## src/rtl/cpu_ctrl_pkg.sv

```systemverilog
// Shared encodings for the multi-cycle control sequencer: FSM states,
// opcode classes, PC source and writeback select codes.
package cpu_ctrl_pkg;

    // Debug-visible state encoding; the numeric values appear on the state port.
    typedef enum logic [2:0] {
        ST_IDLE      = 3'd0,
        ST_FETCH     = 3'd1,
        ST_DECODE    = 3'd2,
        ST_EXECUTE   = 3'd3,
        ST_MEM       = 3'd4,
        ST_WRITEBACK = 3'd5,
        ST_HALT      = 3'd6,
        ST_FAULT     = 3'd7
    } stateT;

    // Instruction classes the sequencer distinguishes.
    typedef enum logic [2:0] {
        CLS_NOP,
        CLS_MEM,
        CLS_ALU,
        CLS_SHIFT,
        CLS_BRANCH,
        CLS_JUMP,
        CLS_COPY,
        CLS_HALT
    } opClassT;

    localparam logic [3:0] OP_NOP  = 4'b0000;
    localparam logic [3:0] OP_HALT = 4'b1111;

    // PC source select.
    localparam logic [1:0] PC_SRC_NEXT   = 2'b00;
    localparam logic [1:0] PC_SRC_BRANCH = 2'b01;
    localparam logic [1:0] PC_SRC_JUMP   = 2'b10;

    // Register-file writeback source select.
    localparam logic [1:0] WB_SEL_ALU   = 2'b00;
    localparam logic [1:0] WB_SEL_SHIFT = 2'b01;
    localparam logic [1:0] WB_SEL_MEM   = 2'b10;
    localparam logic [1:0] WB_SEL_COPY  = 2'b11;

    // Map a 4-bit opcode onto its instruction class.
    function automatic opClassT classifyOp(input logic [3:0] op);
        opClassT cls;
        case (op)
            OP_NOP:                             cls = CLS_NOP;
            4'b0001, 4'b0010:                   cls = CLS_MEM;
            4'b0011, 4'b0100, 4'b0111, 4'b1000: cls = CLS_ALU;
            4'b0101, 4'b0110:                   cls = CLS_SHIFT;
            4'b1001, 4'b1010, 4'b1011:          cls = CLS_BRANCH;
            4'b1100, 4'b1101:                   cls = CLS_JUMP;
            4'b1110:                            cls = CLS_COPY;
            default:                            cls = CLS_HALT;
        endcase
        return cls;
    endfunction

endpackage

```

## src/rtl/mem_wait_timer.sv

```systemverilog
// Counts cycles a memory request spends waiting for memReady and flags
// when the wait budget is used up.
module mem_wait_timer #(
    parameter int MEM_TIMEOUT = 15
) (
    input  logic clock,
    input  logic reset_n,
    input  logic clear,
    input  logic enable,
    output logic expired
);

    localparam int CW = $clog2(MEM_TIMEOUT + 1);
    // The counter holds the number of wait cycles already completed; when it
    // equals MEM_TIMEOUT-1, the current wait cycle is the last one allowed, so
    // the edge ending it is the one on which the count reaches MEM_TIMEOUT.
    localparam logic [CW-1:0] LAST_WAIT = CW'(MEM_TIMEOUT - 1);

    logic [CW-1:0] count;

    // Wait-cycle counter: clear wins over enable, and it never wraps.
    always_ff @(posedge clock or negedge reset_n) begin
        // NOTE: sequential state uses non-blocking assignments so every flop
        // samples the pre-edge values regardless of statement order.
        if (!reset_n) begin
            count <= '0;
        end else if (clear) begin
            count <= '0;
        end else if (enable && !expired) begin
            count <= count + 1'b1;
        end
    end

    assign expired = (count == LAST_WAIT);

endmodule

```

## src/rtl/multicycle_sequencer.sv

```systemverilog
// Multi-cycle control FSM: walks each instruction through fetch, decode,
// execute, memory and writeback, driving the PC/IR/register-file enables and
// the shared memory-port handshake.
module multicycle_sequencer
    import cpu_ctrl_pkg::*;
#(
    parameter int MEM_TIMEOUT = 15
) (
    input  logic       clock,
    input  logic       reset_n,
    input  logic       start,
    input  logic [3:0] opcode,
    input  logic       func1,
    input  logic       branchTaken,
    input  logic       memReady,
    output logic       memReq,
    output logic       memWe,
    output logic       irLoad,
    output logic       pcWrite,
    output logic [1:0] pcSrc,
    output logic       regWrite,
    output logic [1:0] wbSel,
    output logic [2:0] state,
    output logic       retired,
    output logic       halted,
    output logic       fault
);

    stateT   stateQ;
    stateT   nextState;
    stateT   retireTarget;
    opClassT opClass;
    logic    timerClear;
    logic    timerEnable;
    logic    timerExpired;

    assign opClass      = classifyOp(opcode);
    assign state        = stateQ;
    // Any state change clears the wait counter, so entry to FETCH or MEM
    // always starts counting from zero (including MEM -> FETCH on a store).
    assign timerClear   = (nextState != stateQ);
    assign timerEnable  = memReq && !memReady;

    mem_wait_timer #(
        .MEM_TIMEOUT(MEM_TIMEOUT)
    ) uMemWaitTimer (
        .clock  (clock),
        .reset_n(reset_n),
        .clear  (timerClear),
        .enable (timerEnable),
        .expired(timerExpired)
    );

    // State register.
    always_ff @(posedge clock or negedge reset_n) begin
        if (!reset_n) begin
            stateQ <= ST_IDLE;
        end else begin
            stateQ <= nextState;
        end
    end

    // Next-state and output decode; outputs are combinational in the state
    // and the live IR / comparator / memory inputs.
    always_comb begin
        // NOTE: every output gets a default before the case so no path leaves
        // a signal unassigned, which would otherwise infer a latch.
        nextState    = stateQ;
        retireTarget = start ? ST_FETCH : ST_IDLE;
        memReq       = 1'b0;
        memWe        = 1'b0;
        irLoad       = 1'b0;
        pcWrite      = 1'b0;
        pcSrc        = PC_SRC_NEXT;
        regWrite     = 1'b0;
        wbSel        = WB_SEL_ALU;
        retired      = 1'b0;
        halted       = 1'b0;
        fault        = 1'b0;

        case (stateQ)
            ST_IDLE: begin
                if (start) begin
                    nextState = ST_FETCH;
                end
            end

            ST_FETCH: begin
                memReq = 1'b1;
                if (memReady) begin
                    irLoad    = 1'b1;
                    nextState = ST_DECODE;
                end else if (timerExpired) begin
                    nextState = ST_FAULT;
                end
            end

            ST_DECODE: begin
                nextState = (opClass == CLS_HALT) ? ST_HALT : ST_EXECUTE;
            end

            ST_EXECUTE: begin
                case (opClass)
                    CLS_NOP: begin
                        pcWrite   = 1'b1;
                        retired   = 1'b1;
                        nextState = retireTarget;
                    end
                    CLS_BRANCH: begin
                        pcWrite   = 1'b1;
                        pcSrc     = branchTaken ? PC_SRC_BRANCH : PC_SRC_NEXT;
                        retired   = 1'b1;
                        nextState = retireTarget;
                    end
                    CLS_JUMP: begin
                        pcWrite   = 1'b1;
                        pcSrc     = PC_SRC_JUMP;
                        retired   = 1'b1;
                        nextState = retireTarget;
                    end
                    CLS_MEM: begin
                        nextState = ST_MEM;
                    end
                    CLS_ALU, CLS_SHIFT, CLS_COPY: begin
                        nextState = ST_WRITEBACK;
                    end
                    default: begin
                        // HALT is diverted in DECODE; the IR is stable from
                        // then on, so this only guards against a corrupt IR.
                        nextState = ST_HALT;
                    end
                endcase
            end

            ST_MEM: begin
                memReq = 1'b1;
                memWe  = func1;
                if (memReady) begin
                    if (func1) begin
                        pcWrite   = 1'b1;
                        retired   = 1'b1;
                        nextState = retireTarget;
                    end else begin
                        nextState = ST_WRITEBACK;
                    end
                end else if (timerExpired) begin
                    nextState = ST_FAULT;
                end
            end

            ST_WRITEBACK: begin
                regWrite = 1'b1;
                case (opClass)
                    CLS_SHIFT: wbSel = WB_SEL_SHIFT;
                    CLS_MEM:   wbSel = WB_SEL_MEM;
                    CLS_COPY:  wbSel = WB_SEL_COPY;
                    default:   wbSel = WB_SEL_ALU;
                endcase
                pcWrite   = 1'b1;
                retired   = 1'b1;
                nextState = retireTarget;
            end

            ST_HALT: begin
                halted = 1'b1;
            end

            ST_FAULT: begin
                fault = 1'b1;
            end

            default: begin
                nextState = ST_IDLE;
            end
        endcase
    end

endmodule

```

## config.mk

```make
export PLATFORM = sky130hd
export DESIGN_NAME = multicycle_sequencer
export DESIGN_NICKNAME = d
export VERILOG_FILES = /design/src/rtl/cpu_ctrl_pkg.sv /design/src/rtl/mem_wait_timer.sv /design/src/rtl/multicycle_sequencer.sv
export SDC_FILE = /design/constraint.sdc
export NUM_CORES = 1
export LEC_CHECK = 0
export ABC_CLOCK_PERIOD_IN_PS = 3500
export CAP_MARGIN = 20
export CORE_AREA = 2 2 46 48
export CTS_BUF_LIST = sky130_fd_sc_hd__clkbuf_16
export DETAILED_ROUTE_END_ITERATION = 10
export DIE_AREA = 0 0 48 50
export PLACE_DENSITY = 0.74
export SLEW_MARGIN = 20
export SYNTH_ARGS = -nofsm -noshare
export SYNTH_HDL_FRONTEND = slang
export SYNTH_HIERARCHICAL = 1
export SYNTH_SLANG_ARGS = --single-unit
```

## constraint.sdc

```tcl
create_clock -name clock -period 3.5 [get_ports clock]
set_clock_uncertainty 0.15 [all_clocks]
set_input_delay 1.05 -clock clock [delete_from_list [all_inputs] [get_ports clock]]
set_output_delay 1.05 -clock clock [all_outputs]
set_load 0.01 [all_outputs]
```

==> flow_metrics.env, run 1 <==
export IMPL_status="completed"
export IMPL_wire_per_inst_um=13.0
export IMPL_synth_compound_area_share_pct=24.7
export IMPL_drc_errors=0
export IMPL_fmax_mhz=301
export IMPL_drtIter0Drc=15
export IMPL_critPathMaxStageDelay_ps=480
export IMPL_cp_slowest_cell="clkdlybuf4s50_1"
export IMPL_core_area_um2=1900
export IMPL_tightest_slew_ps=418
export IMPL_post_cts_repair_setup_buffers=0
export IMPL_io_pins=25
export IMPL_post_route_util_pct=67.2
export IMPL_cts_hold_buf=0
export IMPL_synthAdderAreaFrac_pct=9.05
export IMPL_path_cells="clkdlybuf4s50_1 > buf_4 > nor3b_1 > dlygate4sd2_1"
export IMPL_grt_usage_pct=21.1
export IMPL_maxSlewViolCount=0
export IMPL_area_delta_synth_final_pct=54.1
export IMPL_min_path_type="reg2reg"
export IMPL_route_met3_wl_um=64
export IMPL_p_comb_share_pct=55.6
export IMPL_maxUsedRoutingLayer="met4"
export IMPL_max_slew_margin_rel_pct=72.1
export IMPL_met1_length_um=930
export IMPL_power_density_nw_per_um2=633
export IMPL_grt_pass1_wl_um=3770
export IMPL_die_h_um=50
export IMPL_initial_core_util_pct=43.6
export IMPL_p_sw_share_pct=39.7
export IMPL_hpwl_um=1660
export IMPL_cts_sinks=7
export IMPL_cts_max_path_buffers=2
export IMPL_arrival_ps=2120
export IMPL_critPathCaptureType="output port"
export IMPL_nNetsFinal=163
export IMPL_htree_levels=1
export IMPL_whs_ps=355
export IMPL_grt_pass1_vias=919
export IMPL_rsz0062_at_grt="no"
export IMPL_diodes=0
export IMPL_gp_congestion=0.868
export IMPL_period_share_pct=94.8
export IMPL_drive_gt1_share_pct=32.2
export IMPL_place_ws_ps=-741
export IMPL_syn_area_um2=830
export IMPL_clk_latency_ps=230
export IMPL_cap_violations=0
export IMPL_switching_power_uw=322
export IMPL_fin_crit_ps=3320
export IMPL_clkPwrFrac_pct=23.7
export IMPL_p_leak_uw=0.000576
export IMPL_p_int_uw=488
export IMPL_worstReg2RegStart="uMemWaitTimer/count[0]$_DFFE_PN0P_"
export IMPL_clk_pin_slew_ps=40
export IMPL_cp_start_kind="primary input"
export IMPL_syn_area_per_cell_um2=7.75
export IMPL_synth_top_family_by_area="simple AND/OR/NAND/NOR gates"
export IMPL_io_buffers=24
export IMPL_vias_per_cell=5.25
export IMPL_route_met2_wl_um=1240
export IMPL_ys_seq_area_share_pct=21.1
export IMPL_drtAntennaViolNets=0
export IMPL_die_w_um=48
export IMPL_final_cells=173
export IMPL_worst_endpoint_required_ps=2300
export IMPL_ctsRootBufferMaster="clkbuf_16"
export IMPL_cp_startpoint="memReady"
export IMPL_num_vias=908
export IMPL_routed_wl_um=2250
export IMPL_synth_warnings=6
export IMPL_worstHoldStart="uMemWaitTimer/count[3]$_DFFE_PN0P_"
export IMPL_synth_cell_types=36
export IMPL_synthCells=107
export IMPL_drtPass1Iterations=4
export IMPL_peakVddDrop_mv=0.565
export IMPL_num_rows=16
export IMPL_yosys_register_bits=7
export IMPL_seqPwrFrac_pct=20.7
export IMPL_grt_overflow_total=0
export IMPL_critPathBufInv=3
export IMPL_cts_inserted_buffers=3
export IMPL_cts_tree="built"
export IMPL_crit_family="buffers and inverters"
export IMPL_dp_cells=168
export IMPL_antenna_found_initial=0
export IMPL_yosys_area_share_simple_pct=35.6
export IMPL_timing_final_ws_setup_ps=182
export IMPL_synthXorXnorAreaFrac_pct=0
export IMPL_criticalPathCategory="in2out"
export IMPL_grt_max_degree=17
export IMPL_muxShareOfSynthArea_pct=0
export IMPL_synthesis_nets=123
export IMPL_setup_viol=0
export IMPL_finalHoldViolations=0
export IMPL_cp_max_fo=7
export IMPL_die_area_um2=2400
[sequential cells by signal, indices dropped and copies added, names as in the netlist]
| signal | cells |
|---|---|
| state | 3 |
| uMemWaitTimer/count | 4 |
[power groups by stage]
stage / Clock, uW / Combinational, uW / Sequential, uW
final: 192 / 450 / 168
after detailed placement: 0 / 457 / 169
after floorplan: 0 / 294 / 135
after global routing: 198 / 500 / 178
after global placement: 0 / 453 / 168
after CTS: 194 / 452 / 168
[kinds of logic (layout without fill, tap and decap cells)]
group,after synthesis,after routing
AOI/OAI and AO/OA,30,30
adders and majority gates,6,6
buffers and inverters,16,55
DFF,7,7
and+or+nand+nor,48,48
[cell type report]
class                           count  area (um2)
Inverter                           10        37.5
Timing Repair Buffer               41         338
Tap cell                           27        33.8
Multi-Input combinational cell     84         614
Fill cell                         168         623
Sequential cell                     7         175
Clock buffer                        3        75.1
Clock inverter                      1        5.00
[per-stage QoR]
step	setup TNS, ps	power, uW	cell area (um2)
after CTS	0	814	1270
after global placement	-3830	621	1180
after detailed placement	-4160	626	1180
final	0	809	1280
after global routing	0	875	1280
after floorplan	0	428	830
[worst paths after layout]
kind                       cells past startpoint                                  to  slack [ps]
hold / removal                                 1  uMemWaitTimer/count[3]$_DFFE_PN0P_         350
setup / recovery                               4                              irLoad         180
setup reg to reg                              10  uMemWaitTimer/count[0]$_DFFE_PN0P_        1300
hold reg to reg                                1  uMemWaitTimer/count[3]$_DFFE_PN0P_         350
max in group asynchronous                      1  uMemWaitTimer/count[3]$_DFFE_PN0P_        2030
min in group asynchronous                      1  uMemWaitTimer/count[1]$_DFFE_PN0P_         930
[synthesized netlist by cell type, drive strengths merged]
cell type  count  area [um2]
a2bb2oi        1        8.76
nor3           7        40.0
o21a           2        15.0
o211ai         2        15.0
o221ai         2        17.5
and3b          1        8.76
nor2b          5        31.3
or3            1        6.26
nand2          4        15.0
and2           1        8.76
nor4           1        21.3
dfrtp          7         175
inv           10        37.5
a221oi         2        23.8
nand4          1        6.26
o21bai         1        7.51
nand3          7        40.0
o31ai          1        7.51
nand4b         1        8.76
o311a          1        10.0
o21ai          8        40.0
nor2           9        33.8
ha             6        75.1
a211oi         2        20.0
nand2b         4        25.0
a21oi          8        40.0
buf            6        41.3
nor3b          6        50.1
[metal layers]
metal | up-vias | track usage [%]
li1 | 463 | -
met1 | 420 | 25.1
met5 | - | 0
met3 | 2 | 1.83
met4 | 0 | 5.41
met2 | 23 | 38.2
[repair_timing]
| item | 4_1_cts | 5_1_grt |
|---|---|---|
| cloned | 0 | 1 |
| endpoints found under the setup margin | 7 | 7 |
| resized for setup | 39 | 7 |
| pin swaps | 3 | 5 |
[layout by cell type (no fill, tap or decap), types with 6 or more instances in the layout]
cell type,Yosys,routed
inv_1,8,6
buf_2,3,6
a21oi_1,8,7
dfrtp_1,7,7
clkdlybuf4s50_1,0,12
nor3_1,6,6
nand3_1,6,6
buf_4,2,15
nor2_1,9,9
o21ai_0,8,6
(Power assumes the default switching activity.)
==> run 2, diff against run 1 <==
ABC_AREA = 0   (was unset)
ABC_CLOCK_PERIOD_IN_PS = unset   (was 3500)
==> results of run 2 <==
Same layout as run 1: the final DEF is identical, and so are final timing and power.
==> run 3, diff against run 2 <==
CELL_PAD_IN_SITES_DETAIL_PLACEMENT = 1   (was unset)
CELL_PAD_IN_SITES_GLOBAL_PLACEMENT = 2   (was unset)
CORE_AREA = 2 2 61 63   (was 2 2 46 48)
DIE_AREA = 0 0 63 65   (was 0 0 48 50)
==> run 3 against run 2 <==
Register-to-register slack worse by 100 ps. Critical path type unchanged. Highest routed layer unchanged. Critical path depth is 1 higher. Sequential power up 2%. Critical endpoint is now pcWrite. Count of clock-buffer cells in the layout unchanged. Largest power group unchanged. Sequential share of layout area down 0.25 points.
==> flow_metrics.env, run 3 (synthesis gave the netlist of run 1 again) <==
export IMPL_cp_start_kind="primary input"
export IMPL_seqPwrFrac_pct=21.0
export IMPL_grt_pass1_wl_um=4530
export IMPL_htree_levels=1
export IMPL_finalHoldViolations=0
export IMPL_mostFrequentLayoutCell="buf_4"
export IMPL_cts_sinks=7
export IMPL_criticalPathCategory="in2out"
export IMPL_switching_power_uw=335
export IMPL_gp_congestion=0.743
export IMPL_antenna_found_initial=0
export IMPL_num_vias=948
export IMPL_p_int_uw=485
export IMPL_drtPass1Iterations=4
export IMPL_io_pins=25
export IMPL_fmax_mhz=298
export IMPL_clkPwrFrac_pct=23.5
export IMPL_dpl_instance_area_um2=1220
export IMPL_cts_inserted_buffers=3
export IMPL_hpwl_um=2060
export IMPL_diodes=0
export IMPL_cp_max_fo=2
export IMPL_worst_endpoint_required_ps=2300
export IMPL_top_register="uMemWaitTimer/count"
export IMPL_use_met1_pct=15.3
export IMPL_grt_met3_usage_pct=3.47
export IMPL_max_slew_margin_rel_pct=69.1
export IMPL_tightest_slew_ps=464
export IMPL_power_density_nw_per_um2=630
export IMPL_clk_latency_ps=230
export IMPL_die_w_um=63
export IMPL_grt_pass1_vias=969
export IMPL_grt_max_degree=17
export IMPL_arrival_ps=2160
export IMPL_area_delta_synth_final_pct=57.0
export IMPL_clk_pin_slew_ps=30
export IMPL_critPathCaptureType="output port"
export IMPL_cts_tree="built"
export IMPL_peakVddDrop_mv=0.362
export IMPL_drive_gt1_share_pct=31.5
export IMPL_layout_common_cells="16 x buf_4, 12 x clkdlybuf4s50_1, 9 x nor2_1"
export IMPL_vias_per_cell=4.89
export IMPL_period_share_pct=96.0
export IMPL_gr_usage_met2_pct=25.7
export IMPL_p_leak_uw=0.000558
export IMPL_p_sw_share_pct=40.9
export IMPL_cap_violations=0
export IMPL_place_ws_ps=-761
export IMPL_multi_input_area_um2=622
export IMPL_drc_errors=0
export IMPL_largest_reg_flops=4
export IMPL_status="completed"
export IMPL_initial_core_util_pct=23.7
export IMPL_fin_crit_ps=3360
export IMPL_die_h_um=65
export IMPL_num_rows=22
export IMPL_nNetsFinal=163
export IMPL_routed_wl_um=2660
export IMPL_die_area_um2=4100
export IMPL_post_cts_repair_setup_buffers=0
export IMPL_rsz0062_at_grt="no"
export IMPL_maxSlewViolCount=0
export IMPL_setup_viol=0
export IMPL_fillers=442
export IMPL_busiest_layer="met2"
export IMPL_core_area_um2=3500
export IMPL_wire_per_inst_um=13.7
export IMPL_grt_overflow_total=0
export IMPL_timing_final_ws_setup_ps=141
export IMPL_ctsRootBufferMaster="clkbuf_16"
export IMPL_drtAntennaViolNets=0
export IMPL_final_area_um2=1300
export IMPL_cts_max_path_buffers=2
export IMPL_grt_usage_pct=13.8
export IMPL_seq_area_um2=175
export IMPL_drtIter0Drc=30
export IMPL_io_buffers=24
export IMPL_post_route_util_pct=37.3
export IMPL_p_comb_share_pct=55.5
export IMPL_min_path_type="reg2reg"
==> run 3: worst max-delay path, stage by stage <==
cell and delay (ps):
clkdlybuf4s50_1 420, and2_4 170, o211ai_1 240, o21ai_1 120, buf_2 160
==> run 3: metal layers <==
layer | routed length (um) | vias to the layer above
met5 | 0 | -
met4 | 23 | 0
met3 | 106 | 4
met2 | 1440 | 23
met1 | 1100 | 460
li1 | - | 461
==> run 3: final timing paths <==
| kind | to | slack [ps] | startpoint | depth (start not counted) |
|---|---|---|---|---|
| setup / recovery | pcWrite | 140 | memReady | 5 |
| hold / removal | uMemWaitTimer/count[3]$_DFFE_PN0P_ | 350 | uMemWaitTimer/count[3]$_DFFE_PN0P_ | 1 |
| min in group asynchronous | uMemWaitTimer/count[2]$_DFFE_PN0P_ | 930 | reset_n | 1 |
| hold reg to reg | uMemWaitTimer/count[3]$_DFFE_PN0P_ | 350 | uMemWaitTimer/count[3]$_DFFE_PN0P_ | 1 |
| setup reg to reg | uMemWaitTimer/count[3]$_DFFE_PN0P_ | 1200 | uMemWaitTimer/count[0]$_DFFE_PN0P_ | 11 |
| max in group asynchronous | uMemWaitTimer/count[1]$_DFFE_PN0P_ | 2020 | reset_n | 1 |
==> run 3: power groups by stage <==
| stage | Combinational [uW] | Sequential, uW | Clock (uW) |
|---|---|---|---|
| 6_report | 455 | 172 | 193 |
| 5_1_grt | 503 | 182 | 201 |
| 4_1_cts | 464 | 172 | 197 |
| 3_5_place_dp | 471 | 173 | 0 |
| 3_3_place_gp | 461 | 171 | 0 |
| 2_1_floorplan | 294 | 135 | 0 |
==> run 3: through the flow <==
step,total power (uW),hold WS [ps],TNS [ps],cells
after global routing,886,384,0,194
after detailed placement,644,351,-4310,190
final,821,354,0,194
after global placement,632,334,-3940,190
after floorplan,428,314,0,107
after CTS,832,356,0,194
==> run 3: cell type report <==
| class | instances | share of cell area, % |
|---|---|---|
| Inverter | 10 | 2.88 |
| Tap cell | 48 | 4.61 |
| Clock inverter | 1 | 0.288 |
| Sequential cell | 7 | 13.4 |
| Timing Repair Buffer | 41 | 25.3 |
| Clock buffer | 3 | 5.76 |
| Multi-Input combinational cell | 84 | 47.7 |
==> run 3: timing repair <==
| item | 4_1_cts | 5_1_grt |
|---|---|---|
| pin swaps | 2 | 4 |
| endpoints found under the setup margin | 8 | 6 |
| gates cloned | 0 | 0 |
| hold buffers | 0 | 0 |
| gates resized for setup | 38 | 10 |
